[src/rtl/jt12_wrseq_if.sv]
// Host request channel plus chip-side register bus of the write sequencer.
interface jt12_wrseq_if;
  logic       req_valid;
  logic       req_ready;
  logic       req_part;
  logic [7:0] req_reg;
  logic [7:0] req_val;
  logic [1:0] addr;
  logic [7:0] dout;
  logic       write;
  logic       busy;
  logic       fifo_empty;
  logic       idle;
  logic       timeout;

  // Sequencer side: consumes requests and the busy flag, drives the chip bus.
  modport slave (
    input  req_valid, req_part, req_reg, req_val, busy,
    output req_ready, addr, dout, write, fifo_empty, idle, timeout
  );

  // Host / chip side: produces requests and busy, observes the bus.
  modport master (
    output req_valid, req_part, req_reg, req_val, busy,
    input  req_ready, addr, dout, write, fifo_empty, idle, timeout
  );
endinterface

[src/rtl/jt12_wrseq.sv]
// Queued register-write sequencer for a YM2612-style chip: each request
// becomes an address strobe, a fixed idle gap, a data strobe, then a wait
// for the chip busy flag to rise and fall (with a bounded timeout).
module jt12_wrseq #(
  parameter int DEPTH   = 4,
  parameter int GAP     = 2,
  parameter int BUSY_TO = 1023
) (
  input logic         clk,
  input logic         rst,
  jt12_wrseq_if.slave bus
);

  localparam int AW = $clog2(DEPTH);
  localparam int CW = AW + 1;
  localparam int GW = (GAP > 0) ? $clog2(GAP + 1) : 1;
  localparam logic [CW-1:0] FULL_CNT = CW'(DEPTH);
  localparam logic [GW-1:0] GAP_LOAD = (GAP > 0) ? GW'(GAP - 1) : '0;
  localparam logic [9:0]    TO_LIMIT = 10'(BUSY_TO);
  localparam logic [9:0]    BH_LIMIT = 10'd3;

  typedef enum logic [2:0] {
    S_IDLE, S_ADDR, S_GAP, S_DATA, S_BUSYHI, S_BUSYLO
  } state_t;

  state_t        state_q, state_d;
  logic [AW-1:0] wr_ptr_q, wr_ptr_d;
  logic [AW-1:0] rd_ptr_q, rd_ptr_d;
  logic [CW-1:0] cnt_q, cnt_d;
  logic [GW-1:0] gap_q, gap_d;
  logic [9:0]    bcnt_q, bcnt_d;
  logic [1:0]    addr_q, addr_d;
  logic [7:0]    dout_q, dout_d;
  logic [16:0]   mem_q [DEPTH];
  logic [16:0]   head;
  logic          full, empty, push, pop;
  logic          wr_strobe, to_pulse;

  // A full FIFO refuses pushes even when the sequencer pops that same cycle.
  assign full  = (cnt_q == FULL_CNT);
  assign empty = (cnt_q == '0);
  assign push  = bus.req_valid && !full;
  assign pop   = (state_q == S_DATA);
  assign head  = mem_q[rd_ptr_q];

  // FIFO pointer and occupancy update; pointers wrap naturally at DEPTH.
  always_comb begin
    wr_ptr_d = wr_ptr_q;
    rd_ptr_d = rd_ptr_q;
    cnt_d    = cnt_q;
    if (push) wr_ptr_d = wr_ptr_q + AW'(1);
    if (pop)  rd_ptr_d = rd_ptr_q + AW'(1);
    case ({push, pop})
      2'b10:   cnt_d = cnt_q + CW'(1);
      2'b01:   cnt_d = cnt_q - CW'(1);
      default: cnt_d = cnt_q;
    endcase
  end

  // Entry storage {part, reg, val}; contents are don't-care until pushed.
  always_ff @(posedge clk) begin
    if (push) mem_q[wr_ptr_q] <= {bus.req_part, bus.req_reg, bus.req_val};
  end

  // Control and bus-hold registers with synchronous reset.
  always_ff @(posedge clk) begin
    if (rst) begin
      state_q  <= S_IDLE;
      wr_ptr_q <= '0;
      rd_ptr_q <= '0;
      cnt_q    <= '0;
      gap_q    <= '0;
      bcnt_q   <= '0;
      addr_q   <= '0;
      dout_q   <= '0;
    end else begin
      state_q  <= state_d;
      wr_ptr_q <= wr_ptr_d;
      rd_ptr_q <= rd_ptr_d;
      cnt_q    <= cnt_d;
      gap_q    <= gap_d;
      bcnt_q   <= bcnt_d;
      addr_q   <= addr_d;
      dout_q   <= dout_d;
    end
  end

  // Next-state logic; bcnt is shared by the busy-rise and busy-fall waits.
  always_comb begin
    state_d = state_q;
    gap_d   = gap_q;
    bcnt_d  = bcnt_q;
    unique case (state_q)
      S_IDLE: begin
        if (!empty) state_d = S_ADDR;
      end
      S_ADDR: begin
        if (GAP == 0) begin
          state_d = S_DATA;
        end else begin
          state_d = S_GAP;
          gap_d   = GAP_LOAD;
        end
      end
      S_GAP: begin
        if (gap_q == '0) state_d = S_DATA;
        else             gap_d   = gap_q - GW'(1);
      end
      S_DATA: begin
        state_d = S_BUSYHI;
        bcnt_d  = '0;
      end
      S_BUSYHI: begin
        if (bus.busy) begin
          state_d = S_BUSYLO;
          bcnt_d  = '0;
        end else if (bcnt_q == BH_LIMIT) begin
          state_d = S_IDLE;
          bcnt_d  = '0;
        end else begin
          bcnt_d  = bcnt_q + 10'd1;
        end
      end
      S_BUSYLO: begin
        if (!bus.busy || (bcnt_q == TO_LIMIT)) begin
          state_d = S_IDLE;
          bcnt_d  = '0;
        end else begin
          bcnt_d  = bcnt_q + 10'd1;
        end
      end
      default: state_d = S_IDLE;
    endcase
  end

  // Bus outputs: strobes only in ADDR/DATA, address and data held otherwise.
  always_comb begin
    wr_strobe = 1'b0;
    to_pulse  = 1'b0;
    addr_d    = addr_q;
    dout_d    = dout_q;
    unique case (state_q)
      S_ADDR: begin
        wr_strobe = 1'b1;
        addr_d    = {head[16], 1'b0};
        dout_d    = head[15:8];
      end
      S_DATA: begin
        wr_strobe = 1'b1;
        addr_d    = {head[16], 1'b1};
        dout_d    = head[7:0];
      end
      S_BUSYLO: begin
        to_pulse  = bus.busy && (bcnt_q == TO_LIMIT);
      end
      default: begin
        wr_strobe = 1'b0;
      end
    endcase
  end

  assign bus.write      = wr_strobe;
  assign bus.addr       = addr_d;
  assign bus.dout       = dout_d;
  assign bus.timeout    = to_pulse;
  assign bus.req_ready  = !full;
  assign bus.fifo_empty = empty;
  assign bus.idle       = empty && (state_q == S_IDLE);

endmodule
[src/flat_wrapper.sv]
// flat-port wrapper written by rule: the top's interface ports become plain ports
module jt12_wrseq_flat 
#(
  parameter int DEPTH   = 4,
  parameter int GAP     = 2,
  parameter int BUSY_TO = 1023
)
  (clk, rst, bus_req_valid, bus_req_part, bus_req_reg, bus_req_val, bus_busy, bus_req_ready, bus_addr, bus_dout, bus_write, bus_fifo_empty, bus_idle, bus_timeout);
  jt12_wrseq_if bus_i ();
  input logic clk;
  input logic rst;
  input wire logic [$bits(bus_i.req_valid)-1:0] bus_req_valid;
  input wire logic [$bits(bus_i.req_part)-1:0] bus_req_part;
  input wire logic [$bits(bus_i.req_reg)-1:0] bus_req_reg;
  input wire logic [$bits(bus_i.req_val)-1:0] bus_req_val;
  input wire logic [$bits(bus_i.busy)-1:0] bus_busy;
  output wire logic [$bits(bus_i.req_ready)-1:0] bus_req_ready;
  output wire logic [$bits(bus_i.addr)-1:0] bus_addr;
  output wire logic [$bits(bus_i.dout)-1:0] bus_dout;
  output wire logic [$bits(bus_i.write)-1:0] bus_write;
  output wire logic [$bits(bus_i.fifo_empty)-1:0] bus_fifo_empty;
  output wire logic [$bits(bus_i.idle)-1:0] bus_idle;
  output wire logic [$bits(bus_i.timeout)-1:0] bus_timeout;
  assign bus_i.req_valid = bus_req_valid;
  assign bus_i.req_part = bus_req_part;
  assign bus_i.req_reg = bus_req_reg;
  assign bus_i.req_val = bus_req_val;
  assign bus_i.busy = bus_busy;
  assign bus_req_ready = bus_i.req_ready;
  assign bus_addr = bus_i.addr;
  assign bus_dout = bus_i.dout;
  assign bus_write = bus_i.write;
  assign bus_fifo_empty = bus_i.fifo_empty;
  assign bus_idle = bus_i.idle;
  assign bus_timeout = bus_i.timeout;
  jt12_wrseq #(.DEPTH(DEPTH), .GAP(GAP), .BUSY_TO(BUSY_TO)) u_core (.clk(clk), .rst(rst), .bus(bus_i));
endmodule
[config.mk]
export PLATFORM = sky130hd
export DESIGN_NAME = jt12_wrseq_flat
export DESIGN_NICKNAME = d
export VERILOG_FILES = /design/src/rtl/jt12_wrseq_if.sv /design/src/rtl/jt12_wrseq.sv /design/src/flat_wrapper.sv
export SDC_FILE = /design/constraint.sdc
export NUM_CORES = 1
export LEC_CHECK = 0
export CORE_ASPECT_RATIO = 0.6
export CORE_MARGIN = 2
export CORE_UTILIZATION = 63
export DETAILED_ROUTE_END_ITERATION = 7
export DONT_BUFFER_PORTS = 1
export PLACE_DENSITY = 0.76
export SYNTH_ARGS = -nofsm -noshare
export SYNTH_HDL_FRONTEND = slang
export SYNTH_SLANG_ARGS = --single-unit
[constraint.sdc]
create_clock -name clk -period 4.2 [get_ports clk]
set_input_delay 0.63 -clock clk [delete_from_list [all_inputs] [get_ports clk]]
set_output_delay 0.63 -clock clk [all_outputs]
set_load 0.02 [all_outputs]
* After elaboration in Yosys (flattened, before gate mapping)
Memory sizes are Yosys's and may differ from the RTL's. A register that Yosys moved wholly into a read port is not among the register bits.
Index checks and enable logic that the tools add are counted.
W data, S select, Z words.
** Storage, ports and cells
- Bits in registers :: 32
- Memory bits (writable) :: 68
- Output and inout bits :: 15
- Memories :: 1
** Operators by class
- Add/subtract/negate cells :: 6
- Equality and inequality tests :: 15
- Muxes and demuxes :: 21
- Reductions and logical operators :: 15
** Memory list
- u_core.mem_q :: words 4, width 17, rd ports 1, clocked after memory_dff 1, wr ports 1, RTL line jt12_wrseq.sv:34 : logic [16:0] mem_q [DEPTH];
** Operators by type and width (count)
- $mux W10 :: 3
- $pmux W10 S3 :: 1
- $pmux W3 S6 :: 1
- $pmux W8 S2 :: 1
- $mux W3 :: 5
- $add A10 B1 Y10 const B :: 1
- $eq A10 B10 Y1 const B :: 1
- $eq A10 B2 Y1 const B :: 1
- $eq A3 B3 Y1 const B :: 3
- $pmux W2 S2 :: 2
- $eq A3 B2 Y1 const B :: 2
- $logic_not A3 Y1 :: 2
- $mux W2 :: 3
- $pmux W3 S2 :: 1
- $add A2 B1 Y2 const B :: 2
- $mux W1 :: 4
- $ne A2 B1 Y1 const B :: 2
- $ne A2 B2 Y1 const B :: 2
- $reduce_and A4 Y1 :: 1
- $reduce_bool A2 Y1 :: 2
- $add A3 B1 Y3 const B :: 1
- $eq A3 B1 Y1 const B :: 1
- $logic_and A1 B1 Y1 :: 3
- $ne A3 B2 Y1 const B :: 1
- other kinds (10) :: 11

* Depth between registers and ports, before layout
Gate-level depths: netlist (run 1).
- Depth in word-level cells :: 5
- Gate-level depth with buffers :: 10
- Mapped depth without buffers :: 10

* Worst setup path before layout (run 1)
No wires, ideal clock.
- Kind :: reg2reg
- Start point :: register u_core.cnt_q[0]
- End point :: register u_core.cnt_q[2]
- Setup time :: 0.070 ns
- Arrival time :: 2.162 ns
- Required time :: 4.130 ns
- Setup slack :: 1.968 ns
- Stages on the path, launching flop included :: 11
- Buffers on the path :: 0
- Cell sequence :: dfxtp_1 inv_1 nand3_1 and2_1 inv_1 ha_1 inv_1 fa_1 xor2_1 or3_1 a21oi_1
** On the way
- Word-level cells in the longest chain between the ends :: 5
- Elaborated cells between the ends (all ways) :: 9
- Classes of those cells :: add/sub (2); eq/ne (3); mux (1); reduce/logical (3)
** Ends and longest elaborated chain
- start, declared :: RTL line jt12_wrseq.sv:29 : logic [CW-1:0] cnt_q, cnt_d;
- start signal, assigned :: RTL line jt12_wrseq.sv:80 : cnt_q <= cnt_d;
- $eq A3 B3 Y1 (*) :: RTL line jt12_wrseq.sv:40 : assign full = (cnt_q == FULL_CNT);
- $logic_not A1 Y1 (*)
- via bus_req_ready :: RTL line flat_wrapper.sv:17 : output wire logic [$bits(bus_i.req_ready)-1:0] bus_req_ready;
- $logic_and A1 B1 Y1 (*) :: RTL line jt12_wrseq.sv:42 : assign push = bus.req_valid && !full;
- $eq A2 B1 Y1 or $eq A2 B2 Y1 (tied branches) :: RTL line jt12_wrseq.sv:53 : case ({push, pop})
- $pmux W3 S2 or $reduce_bool A2 Y1 (tied branches)
Mark *: on every way through the listed nets, which the timed path passes. The rest lies on a longest branch.
A chain may end at the register's enable or synchronous reset.

==> impl_metrics.sql, run 1 <==
INSERT INTO impl_metrics (metric_group, metric, value, unit) VALUES
('status', 'outcome', 'finished, final reports clean', ''),
('synthesis', 'yosys.area_share.xor_xnor', '1.43', '%'),
('clock_network', 'hold_buffers_post_cts', '0', ''),
('synthesis', 'synth-adder-area-share', '2.51', '%'),
('critical_path', 'crit_path_max_incr_delay', '0.64', 'ns'),
('cells_and_area', 'layout.nets', '339', ''),
('synthesis', 'syn-cell-area', '0.00428', 'mm^2'),
('worst_hold_path', 'min-delay-path-class', 'primary input to flop', ''),
('synthesis', 'synth_edf_count', '68', ''),
('clock_network', 'clkTransAtPathRegs', '0.07', 'ns'),
('timing', 'fin_crit_sh', '69.1', '%'),
('floorplan', 'floorplan_core_area', '0.00662', 'mm^2'),
('synthesis', 'syn-instance-count', '312', ''),
('clock_network', 'tritoncts', 'yes', ''),
('timing', 'setup_repair_after_global_routing_missed_its_margin', 'no', ''),
('global_routing', 'grt_pass1_wl', '12.6', 'mm'),
('routing', 'num_vias', '2451', ''),
('floorplan', 'placement_rows', '23', ''),
('critical_path', 'worst_ep_arrival_time', '2.27', 'ns'),
('pwr', 'p_leak', '1.61', 'nW'),
('routing', 'route.detailed.vias_per_inst', '6.10', ''),
('clock_network', 'cts-root-buf', 'sky130_fd_sc_hd__clkbuf_16', ''),
('synthesis', 'synth_compound_gate_area_share', '5.87', '%'),
('synthesis', 'synth.yosys.seq_area_share', '63.6', '%'),
('synthesis', 'ys_top_cells_by_area', 'sky130_fd_sc_hd__edfxtp_1 48%, sky130_fd_sc_hd__dfxtp_1 16%, sky130_fd_sc_hd__mux4_2 8.9%, sky130_fd_sc_hd__mux2i_1 2.3%, sky130_fd_sc_hd__nand2_1 2.1%', ''),
('clock_network', 'clk-insertion-delay-late', '0.35', 'ns'),
('timing', 'timing_hold_violations_final', '0', ''),
('cells_and_area', 'final_common_cell', 'sky130_fd_sc_hd__edfxtp_1', ''),
('routing', 'detail_route.wirelength', '7.83', 'mm'),
('cells_and_area', 'area.sequential', '0.00272', 'mm^2'),
('clock_network', 'cts_inserted_buffers', '9', ''),
('clock_network', 'cts_repair_resize_count', '0', ''),
('routing', 'post_route_drc_violation_count', '0', ''),
('synthesis', 'simple_gate_portion_of_the_synthesized_area', '12.0', '%'),
('cells_and_area', 'mostFrequentLayoutCells', '68 x sky130_fd_sc_hd__edfxtp_1, 34 x sky130_fd_sc_hd__dfxtp_1, 24 x sky130_fd_sc_hd__nand2_1', ''),
('routing', 'drtIter0Drc', '214', ''),
('critical_path', 'cp-end-kind', 'primary output', ''),
('floorplan', 'die_x', '110', 'um'),
('synthesis', 'post-synth-top-area-cell', 'sky130_fd_sc_hd__edfxtp_1', ''),
('global_routing', 'gr-total-overflow', '0', ''),
('cells_and_area', 'multi_input_area', '0.00143', 'mm^2'),
('timing', 'final_layout_setup_total_negative_slack', '0', 'ns'),
('cells_and_area', 'post_route_cells_drive_above_1_share', '14.9', '%'),
('timing', 'finalSetupViolCount', '0', ''),
('timing', 'finalMaxSlewViolations', '0', ''),
('global_routing', 'grt_antenna_before_repair', '0', ''),
('synthesis', 'ys_dominant_reg_cell', 'sky130_fd_sc_hd__edfxtp_1', ''),
('critical_path', 'setup.worst_path.start_class', 'flop', ''),
('timing', 'final.hold.worst_slack', '0.348', 'ns'),
('place', 'io_buffers', '0', ''),
('clock_network', 'cts_sinks', '102', ''),
('critical_path', 'worstPathMaxFanout', '10', ''),
('clock_network', 'max-clock-path-buffers', '2', ''),
('clock_network', 'cts_max_level', '3', ''),
('timing', 'period_needed', '2.90', 'ns'),
('synthesis', 'synth.lib_cells_used.distinct', '55', ''),
('timing', 'timing.max_slew.rel_slack', '40.6', '%'),
('synthesis', 'nets_in_the_synthesized_netlist', '341', ''),
('synthesis', 'synth.ff_latch_count', '102', ''),
('timing', 'fin_worst_skew', '0.00719', 'ns'),
('floorplan', 'top_level_ports', '36', ''),
('floorplan', 'fp.dieArea', '0.00750', 'mm^2'),
('place', 'place.detailed.hpwl', '5.21', 'mm'),
('cells_and_area', 'area_growth_syn_to_layout', '8.21', '%'),
('synthesis', 'synth_area_per_cell', '13.7', 'um^2'),
('pwr', 'powerDensity', '538', 'mW/mm^2'),
('global_routing', 'grt_use_total', '23.0', '%'),
('routing', 'avgRoutedWirePerCell', '19.5', 'um'),
('synthesis', 'synth_async_sr_flop_share', '0', '%'),
('floorplan', 'floorplan.initialDensity', '64.7', '%'),
('global_routing', 'grt_start_max_net_pins', '25', '');
## power by group
part           switching [W]  leakage [nW]  total (W)  internal [W]
Clock               0.000359         0.149   0.000841      0.000482
Sequential         0.0000577         0.900    0.00121       0.00116
Combinational       0.000291         0.563   0.000440      0.000149
Total               0.000707          1.61    0.00249       0.00179
## final timing paths
check | slack (ns) | to | cells after the start | from
setup / recovery | 1.30 | bus_dout[7] | 4 | flop
hold / removal | 0.35 | u_core.bcnt_q[6] | 1 | rst
setup reg to reg | 1.75 | u_core.cnt_q[2] | 10 | u_core.cnt_q[0]
hold reg to reg | 0.50 | u_core.gap_q[1] | 2 | u_core.gap_q[1]
## logic make-up after synthesis
family | count (synthesis)
flops | 102
simple gates | 96
compound gates | 41
buf+inv | 30
mux | 28
fa+ha+maj | 8
xor+xnor | 7
## per-stage QoR
stage / cells / utilization (%) / instance area, um^2 / power (W) / setup slack [ns]
global route: 402 / 70.0 / 4640 / 0.00260 / 1.12
global placement: 386 / 65.4 / 4330 / 0.00166 / 1.67
detailed placement: 386 / 65.4 / 4330 / 0.00167 / 1.63
finish: 402 / 70.0 / 4640 / 0.00249 / 1.30
CTS: 402 / 70.0 / 4640 / 0.00251 / 1.25
floorplan: 312 / - / 4280 / 0.00159 / 1.97
## synth_stat cells (all sizes together) (4+ instances only)
| cell type | instances |
|---|---|
| nor2 | 17 |
| a21oi | 9 |
| and3 | 7 |
| buf | 8 |
| edfxtp | 68 |
| mux4 | 17 |
| dfxtp | 34 |
| clkbuf | 6 |
| nand3 | 8 |
| mux2i | 10 |
| and2 | 12 |
| nor2b | 4 |
| nor3 | 7 |
| xnor2 | 4 |
| nand2 | 24 |
| inv | 16 |
| o21ai | 19 |
| ha | 7 |
## registers in the layout (all words and copies together) (netlist names), named ones only
register and flops:
u_core.cnt_q 3, u_core.wr_ptr_q 2, u_core.addr_q 2, u_core.dout_q 8, u_core.state_q 3, u_core.bcnt_q 10, u_core.gap_q 2, u_core.mem_q 68
u_core.rd_ptr_q 2
## area by class of cell
class	instances	share of cell area, %
clock inverters	6	1.48
well taps	87	2.35
flip-flops and latches	102	58.7
multi-input cells	180	30.8
inverters	16	1.30
repair buffers	1	0.162
clock buffers	10	5.16
## worst register-to-register path, stage by stage, from the launching register on
cell and delay (ns):
sky130_fd_sc_hd__dfxtp_1 0.34, sky130_fd_sc_hd__inv_1 0.11, sky130_fd_sc_hd__nand3_1 0.31, sky130_fd_sc_hd__and2_1 0.33
sky130_fd_sc_hd__inv_1 0.08, sky130_fd_sc_hd__ha_1 0.18, sky130_fd_sc_hd__inv_1 0.06, sky130_fd_sc_hd__fa_1 0.37
sky130_fd_sc_hd__xor2_1 0.16, sky130_fd_sc_hd__or3_1 0.31, sky130_fd_sc_hd__a21oi_1 0.14
## metal layers
layer / GRT usage, % / vias to the layer above / routed length (um)
met5: 0 / - / 0
met1: 31.4 / 1194 / 3450
met4: 6.41 / 0 / 61
li1: - / 1148 / -
met2: 34.5 / 104 / 3600
met3: 9.57 / 5 / 728
No activity file was read; power rests on OpenSTA's default activity.
==> run 2, diff against run 1 <==
Settings changed: CORE_UTILIZATION 63 to 56, PLACE_DENSITY 0.76 to 0.71.
Clock period 4.2 ns to 2.4 ns, I/O delays scaled along.
==> run 2 against run 1 <==
Worst hold slack lost 0.25 ns. Clock skew about the same. Die area up 12%. Routed wire length down 2.5%. Register-to-register slack got worse by 1.5 ns. Setup slack got worse by 1.1 ns. Non-clock buffer count rose by 13. Cell count up 7.5%. Critical path depth did not move. Highest routed layer unchanged. Count of clock-buffer cells in the layout is the same. Flip-flop and latch count is the same.
==> impl_metrics.sql, run 2 (same netlist as run 1, synthesis figures left out) <==
INSERT INTO impl_metrics (metric_group, metric, value, unit) VALUES
('status', 'outcome', 'finished, final reports clean', ''),
('worst_hold_path', 'min_to', 'u_core.bcnt_q[1]', ''),
('global_routing', 'vias_in_the_first_global_route', '2382', ''),
('cells_and_area', 'largest-register', 'u_core.mem_q', ''),
('clock_network', 'clkTransAtPathRegs', '0.06', 'ns'),
('pwr', 'max-vdd-ir-drop', '547', 'uV'),
('routing', 'route.detailed.vias_per_inst', '5.61', ''),
('critical_path', 'crit_type', 'flop to primary output', ''),
('timing', 'finalSetupViolCount', '0', ''),
('floorplan', 'chipHeight', '71.8', 'um'),
('clock_network', 'cts_max_level', '3', ''),
('cells_and_area', 'layout.nets', '352', ''),
('floorplan', 'floorplan.initialDensity', '58.5', '%'),
('global_routing', 'grt_pass1_wl', '12.1', 'mm'),
('routing', 'drtAntennaViolNets', '0', ''),
('place', 'io_buffers', '0', ''),
('cells_and_area', 'mostFrequentLayoutCells', '68 x sky130_fd_sc_hd__edfxtp_1, 34 x sky130_fd_sc_hd__dfxtp_1, 24 x sky130_fd_sc_hd__nand2_1', ''),
('global_routing', 'gr-total-overflow', '0', ''),
('timing', 'timing_hold_violations_final', '0', ''),
('timing', 'timing.max_slew.rel_slack', '56.8', '%'),
('routing', 'drt_pre_antenna_iters', '5', ''),
('timing', 'fin_crit_sh', '93.4', '%'),
('floorplan', 'fp.dieArea', '0.00839', 'mm^2'),
('critical_path', 'timing.reg2reg.worst_path_depth', '10', ''),
('timing', 'fin_worst_skew', '0.00725', 'ns'),
('cells_and_area', 'max_ffs_per_register', '68', ''),
('timing', 'setup_repair_after_global_routing_missed_its_margin', 'no', ''),
('critical_path', 'r2r-start', 'u_core.cnt_q[0]', ''),
('global_routing', 'grt_use_total', '20.0', '%'),
('place', 'place.detailed.hpwl', '5.15', 'mm'),
('clock_network', 'clk-insertion-delay-late', '0.34', 'ns'),
('critical_path', 'worstPathMaxFanout', '13', ''),
('clock_network', 'max-clock-path-buffers', '2', ''),
('critical_path', 'cp-end-kind', 'primary output', ''),
('critical_path', 'timing.critical_path.cells', 'buf_4 -> mux4_2 -> mux2i_1 -> o21ai_1', ''),
('critical_path', 'crit_path_max_incr_delay', '0.55', 'ns'),
('place', 'gp_routability_congestion', '0.873', ''),
('timing', 'final_layout_setup_total_negative_slack', '0', 'ns'),
('place', 'pre_cts_slack', '0.256', 'ns'),
('timing', 'period_needed', '2.24', 'ns'),
('clock_network', 'postCtsSetupRepairBufs', '0', ''),
('cells_and_area', 'layout.core_utilization', '65.4', '%'),
('clock_network', 'hold_buffers_post_cts', '0', ''),
('critical_path', 'rrSetupSlack', '0.24', 'ns'),
('routing', 'num_vias', '2424', ''),
('floorplan', 'floorplan_core_area', '0.00733', 'mm^2'),
('worst_hold_path', 'worst_hold_startpoint', 'rst', ''),
('clock_network', 'cts_repair_resize_count', '0', ''),
('cells_and_area', 'largest_registers', 'u_core.mem_q: 68 flops, u_core.bcnt_q: 10 flops, u_core.dout_q: 8 flops', ''),
('job', 'max-cap-violations', '0', ''),
('routing', 'drtIter0Drc', '172', ''),
('timing', 'timing.fmax', '446', 'MHz'),
('routing', 'avgRoutedWirePerCell', '17.7', 'um'),
('cells_and_area', 'n_antenna_cell', '0', ''),
('critical_path', 'worst_r2r_endpoint', 'u_core.cnt_q[2]', ''),
('timing', 'finalMaxSlewViolations', '0', ''),
('global_routing', 'grt_start_max_net_pins', '25', ''),
('critical_path', 'slowest_stage', 'sky130_fd_sc_hd__mux4_2', ''),
('floorplan', 'die_x', '117', 'um'),
('clock_network', 'cts_sinks', '102', ''),
('clock_network', 'tritoncts', 'yes', ''),
('floorplan', 'placement_rows', '24', ''),
('global_routing', 'grt_antenna_before_repair', '0', ''),
('floorplan', 'top_level_ports', '36', ''),
('timing', 'worst_slack', '0.158', 'ns'),
('routing', 'detail_route.wirelength', '7.63', 'mm'),
('cells_and_area', 'final_common_cell', 'sky130_fd_sc_hd__edfxtp_1', ''),
('critical_path', 'worst-endpoint-required', '2.04', 'ns'),
('cells_and_area', 'post_route_cells_drive_above_1_share', '17.7', '%'),
('clock_network', 'cts_inserted_buffers', '9', ''),
('critical_path', 'setup.worst_path.start_class', 'flop', ''),
('timing', 'transition_time_at_the_pin_with_the_least_slew_margin', '0.643', 'ns'),
('clock_network', 'cts-root-buf', 'sky130_fd_sc_hd__clkbuf_16', ''),
('worst_hold_path', 'whs_path_depth', '1', ''),
('pwr', 'powerDensity', '953', 'mW/mm^2'),
('routing', 'post_route_drc_violation_count', '0', ''),
('cells_and_area', 'area_growth_syn_to_layout', '11.9', '%'),
('pwr', 'p_leak', '1.70', 'nW'),
('critical_path', 'worst_ep_arrival_time', '1.88', 'ns'),
('worst_hold_path', 'min-delay-path-class', 'primary input to flop', '');
## run 2: changes by cell type in the layout (fill, tap and decap cells not counted), sizes merged
cell      before  now
buf            1   14
bufinv         1    3
clkinvlp       1    0
inv           18   17
## run 2: worst max path at each step
stage	start	cells past startpoint	slack (ns)	endpoint
after floorplan	u_core.cnt_q[0]	10	0.17	u_core.cnt_q[2]
after global placement	u_core.cnt_q[0]	10	0.39	u_core.cnt_q[2]
after detailed placement	u_core.cnt_q[0]	10	0.26	u_core.cnt_q[2]
after CTS	flop	4	0.11	bus_dout[3]
after global routing	flop	4	0.03	bus_dout[3]
final	flop	4	0.16	bus_dout[3]
## run 2: through the flow
stage	cells	cell area, um^2	power, W	hold WS (ns)
2_1_floorplan	312	4280	0.00278	0.454
3_3_place_gp	416	4450	0.00296	0.437
3_5_place_dp	416	4450	0.00298	0.440
4_1_cts	432	4790	0.00462	0.0760
5_1_grt	432	4790	0.00477	0.0718
6_report	432	4790	0.00457	0.0938
## run 2: critical path, delay by kind of cell, from the launching register on
kind | cells | cell delay, ns
muxes | 2 | 0.72
AOI/OAI and AO/OA | 1 | 0.19
DFF | 1 | 0.33
buffers and inverters | 1 | 0.29
## run 2: cell type report
type	count	area, um^2
well taps	104	130
clock inverters	6	106
inverters	16	60.1
flip-flops and latches	102	2720
fillers	552	2530
multi-input cells	180	1430
clock buffers	10	239
repair buffers	14	105
## run 2: metal layers
layer	part of all wire (%)	global-route usage, %	wire length [um]	up-vias
li1	-	-	-	1178
met1	48	28.3	3650	1185
met2	44	28.8	3370	53
met3	7.0	7.19	536	8
met4	0.92	7.45	70	0
met5	0	0	0	-
## run 2: where the power goes
part           total [W]  internal (W)  switching (W)
logic           0.000859      0.000317       0.000542
registers        0.00208       0.00202      0.0000543
clock network    0.00163       0.00104       0.000588
==> run 3, diff against run 2 <==
Settings changed: ABC_AREA from default to 1, CORE_UTILIZATION 56 to 57, PLACE_DENSITY 0.71 to 0.72.
==> run 3 against run 2 <==
Routed wire length up 20%. First-iteration DRC count up 72%. Area after synthesis up 1.6%. Largest cell class unchanged. Largest power group unchanged. Sequential share of layout area up 0.75 points.
==> impl_metrics.sql, run 3 <==
INSERT INTO impl_metrics (metric_group, metric, value, unit) VALUES
('synthesis', 'ys_top_cells_by_area', 'sky130_fd_sc_hd__edfxtp_1 47%, sky130_fd_sc_hd__dfxtp_1 16%, sky130_fd_sc_hd__nand2_1 8.7%, sky130_fd_sc_hd__nand3_1 4.3%, sky130_fd_sc_hd__nor2_1 4.1%', ''),
('pwr', 'power', '0.00428', 'W'),
('pwr', 'power_report.internal_total', '0.00294', 'W'),
('job', 'max-cap-violations', '0', ''),
('pwr', 'power_frac_seq', '49.2', '%'),
('clock_network', 'cts_max_level', '3', ''),
('critical_path', 'worst-endpoint-required', '2.04', 'ns'),
('cells_and_area', 'post_route_cells_drive_above_1_share', '8.79', '%'),
('clock_network', 'hold_buffers_post_cts', '0', ''),
('cells_and_area', 'area.sequential', '0.00272', 'mm^2'),
('synthesis', 'syn-instance-count', '444', ''),
('cells_and_area', 'max_ffs_per_register', '68', ''),
('clock_network', 'tritoncts', 'yes', ''),
('synthesis', 'post-synth-top-area-cell', 'sky130_fd_sc_hd__edfxtp_1', ''),
('routing', 'post_route_drc_violation_count', '0', ''),
('timing', 'timing_hold_violations_final', '0', ''),
('synthesis', 'nets_in_the_synthesized_netlist', '473', ''),
('critical_path', 'worstPathMaxFanout', '12', ''),
('cells_and_area', 'finalInstanceArea', '0.00473', 'mm^2'),
('timing', 'transition_time_at_the_pin_with_the_least_slew_margin', '0.697', 'ns'),
('cells_and_area', 'largest-register', 'u_core.mem_q', ''),
('cells_and_area', 'final_common_cell', 'sky130_fd_sc_hd__nand2_1', ''),
('synthesis', 'synth_edf_count', '68', ''),
('synthesis', 'synthTopCellsByCount', '101 x sky130_fd_sc_hd__nand2_1, 68 x sky130_fd_sc_hd__edfxtp_1, 48 x sky130_fd_sc_hd__nor2_1, 37 x sky130_fd_sc_hd__inv_1, 37 x sky130_fd_sc_hd__nand3_1', ''),
('global_routing', 'grt_use_total', '23.7', '%'),
('clock_network', 'max-clock-path-buffers', '2', ''),
('routing', 'num_vias', '3057', ''),
('place', 'place.detailed.hpwl', '6.18', 'mm'),
('status', 'outcome', 'finished, final reports clean', ''),
('cells_and_area', 'multi_input_area', '0.00136', 'mm^2'),
('routing', 'route.detailed.vias_per_inst', '5.47', ''),
('floorplan', 'floorplan.initialDensity', '59.4', '%'),
('clock_network', 'cts-root-buf', 'sky130_fd_sc_hd__clkbuf_16', ''),
('clock_network', 'cts_sinks', '102', ''),
('synthesis', 'synth_area_per_cell', '9.80', 'um^2'),
('critical_path', 'timing.critical_path.cells', 'nand3_2 -> inv_2 -> buf_4 -> nand3_1 -> nand3_1', ''),
('floorplan', 'die_x', '117', 'um'),
('critical_path', 'slowest_stage', 'sky130_fd_sc_hd__dfxtp_1', ''),
('global_routing', 'gr-total-overflow', '0', ''),
('routing', 'drt_pre_antenna_iters', '5', ''),
('global_routing', 'grt_start_max_net_pins', '35', ''),
('pwr', 'clk_pwr_share', '29.7', '%'),
('floorplan', 'fp.dieArea', '0.00837', 'mm^2'),
('place', 'io_buffers', '0', ''),
('critical_path', 'crit_path_frequent_cell', 'sky130_fd_sc_hd__nand3_1', ''),
('clock_network', 'postCtsSetupRepairBufs', '0', ''),
('pwr', 'max-vdd-ir-drop', '491', 'uV'),
('clock_network', 'clkTransAtPathRegs', '0.06', 'ns'),
('synthesis', 'synthMostInstantiatedCell', 'sky130_fd_sc_hd__nand2_1', ''),
('synthesis', 'synth.lib_cells_used.distinct', '28', ''),
('worst_hold_path', 'min-delay-path-class', 'primary input to flop', ''),
('cells_and_area', 'nFillCells', '621', ''),
('place', 'postPlaceCellArea', '0.00447', 'mm^2'),
('clock_network', 'cts_inserted_buffers', '9', ''),
('critical_path', 'cp-end-kind', 'primary output', ''),
('place', 'gp_routability_congestion', '0.840', ''),
('pwr', 'p_leak', '1.81', 'nW'),
('cells_and_area', 'n_antenna_cell', '0', ''),
('pwr', 'powerDensity', '906', 'mW/mm^2'),
('floorplan', 'top_level_ports', '36', ''),
('timing', 'finalSetupViolCount', '0', ''),
('synthesis', 'yosysWarnings', '0', ''),
('critical_path', 'crit_type', 'flop to primary output', ''),
('global_routing', 'vias_in_the_first_global_route', '2851', ''),
('pwr', 'share_comb_of_total_power', '21.1', '%'),
('pwr', 'switching_power', '0.00134', 'W'),
('synthesis', 'ys_dominant_reg_cell', 'sky130_fd_sc_hd__edfxtp_1', ''),
('cells_and_area', 'area_growth_syn_to_layout', '8.65', '%'),
('clock_network', 'cts_repair_resize_count', '0', ''),
('floorplan', 'placement_rows', '24', ''),
('clock_network', 'clk-insertion-delay-late', '0.34', 'ns'),
('timing', 'timing.fmax', '458', 'MHz'),
('timing', 'fin_worst_skew', '0.00463', 'ns'),
('timing', 'period_needed', '2.18', 'ns'),
('timing', 'setup_repair_after_global_routing_missed_its_margin', 'no', ''),
('floorplan', 'chipHeight', '71.7', 'um'),
('synthesis', 'synth.ff_latch_count', '102', ''),
('routing', 'detail_route.wirelength', '9.13', 'mm'),
('synthesis', 'synth_async_sr_flop_share', '0', '%'),
('timing', 'timing.max_slew.rel_slack', '53.5', '%'),
('floorplan', 'floorplan_core_area', '0.00733', 'mm^2'),
('synthesis', 'synth_top_cell_area_share', '46.9', '%'),
('cells_and_area', 'layout.nets', '479', ''),
('routing', 'avgRoutedWirePerCell', '16.3', 'um'),
('critical_path', 'worst_ep_arrival_time', '1.82', 'ns'),
('pwr', 'switching_share', '31.3', '%'),
('global_routing', 'grt_pass1_wl', '14.5', 'mm'),
('timing', 'finalMaxSlewViolations', '0', ''),
('cells_and_area', 'largest_registers', 'u_core.mem_q: 68 flops, u_core.bcnt_q: 10 flops, u_core.dout_q: 8 flops', ''),
('critical_path', 'crit_path_max_incr_delay', '0.53', 'ns'),
('global_routing', 'grt_antenna_before_repair', '0', ''),
('cells_and_area', 'mostFrequentLayoutCells', '101 x sky130_fd_sc_hd__nand2_1, 68 x sky130_fd_sc_hd__edfxtp_1, 48 x sky130_fd_sc_hd__nor2_1', ''),
('synthesis', 'syn-cell-area', '0.00435', 'mm^2'),
('routing', 'drtAntennaViolNets', '0', ''),
('synthesis', 'synth.yosys.seq_area_share', '62.5', '%'),
('routing', 'drtIter0Drc', '295', ''),
('timing', 'fin_crit_sh', '90.9', '%'),
('critical_path', 'setup.worst_path.start_class', 'flop', ''),
('timing', 'final_layout_setup_total_negative_slack', '0', 'ns');
-- run 3: cell families (layout without fill, tap and decap cells) --
family | Yosys count | count (layout) | share of synthesized area, %
simple gates | 203 | 203 | 20.2
buf+inv | 61 | 72 | 6.21
xor+xnor | 2 | 2 | 0.402
compound gates | 68 | 68 | 8.13
flops | 102 | 102 | 62.5
fa+ha+maj | 8 | 8 | 2.47
-- run 3: path summary, 6_finish.rpt --
kind,from,to,slack (ns),depth (start not counted)
hold reg to reg,u_core.addr_q[0],u_core.addr_q[0],0.47,2
hold / removal,rst,u_core.addr_q[0],0.08,1
setup / recovery,u_core.state_q[1],bus_dout[0],0.22,5
setup reg to reg,u_core.cnt_q[0],u_core.cnt_q[2],0.34,10
-- run 3: layer usage --
layer | routed length (um) | part of all wire, % | global-route usage, % | vias up
met1 | 4370 | 48 | 34.9 | 1445
met4 | 93 | 1.0 | 7.32 | 0
met3 | 781 | 8.6 | 8.04 | 13
li1 | - | - | - | 1502
met5 | 0 | 0 | 0 | -
met2 | 3880 | 43 | 33.3 | 97
-- run 3: cell type report --
type	count	area share, %
flip-flops and latches	102	57.6
clock inverters	6	0.608
well taps	104	2.75
multi-input cells	281	28.8
clock buffers	10	4.84
inverters	43	3.41
repair buffers	13	2.06
-- run 3: worst max-delay path: cells and delay by family, from the launching register on --
kind | cells | cell delay (ns)
flip-flops | 1 | 0.53
buffers and inverters | 2 | 0.29
AND/OR/NAND/NOR | 3 | 0.66
-- run 3: through the flow --
stage | hold WS (ns) | setup slack (ns) | std cells | utilization, %
after global placement | 0.432 | 0.495 | 543 | 61.0
final | 0.0841 | 0.218 | 559 | 64.5
after CTS | 0.0728 | 0.223 | 559 | 64.5
after floorplan | 0.441 | 0.394 | 444 | -
after global routing | 0.0672 | 0.0335 | 559 | 64.5
after detailed placement | 0.434 | 0.350 | 543 | 61.0
-- run 3: power groups by stage --
stage          Sequential (W)  Combinational [W]  Clock [W]
2_1_floorplan         0.00211           0.000749          0
3_3_place_gp          0.00214           0.000882          0
3_5_place_dp          0.00214           0.000902          0
4_1_cts               0.00211           0.000909    0.00129
5_1_grt               0.00213            0.00100    0.00137
6_report              0.00211           0.000905    0.00127
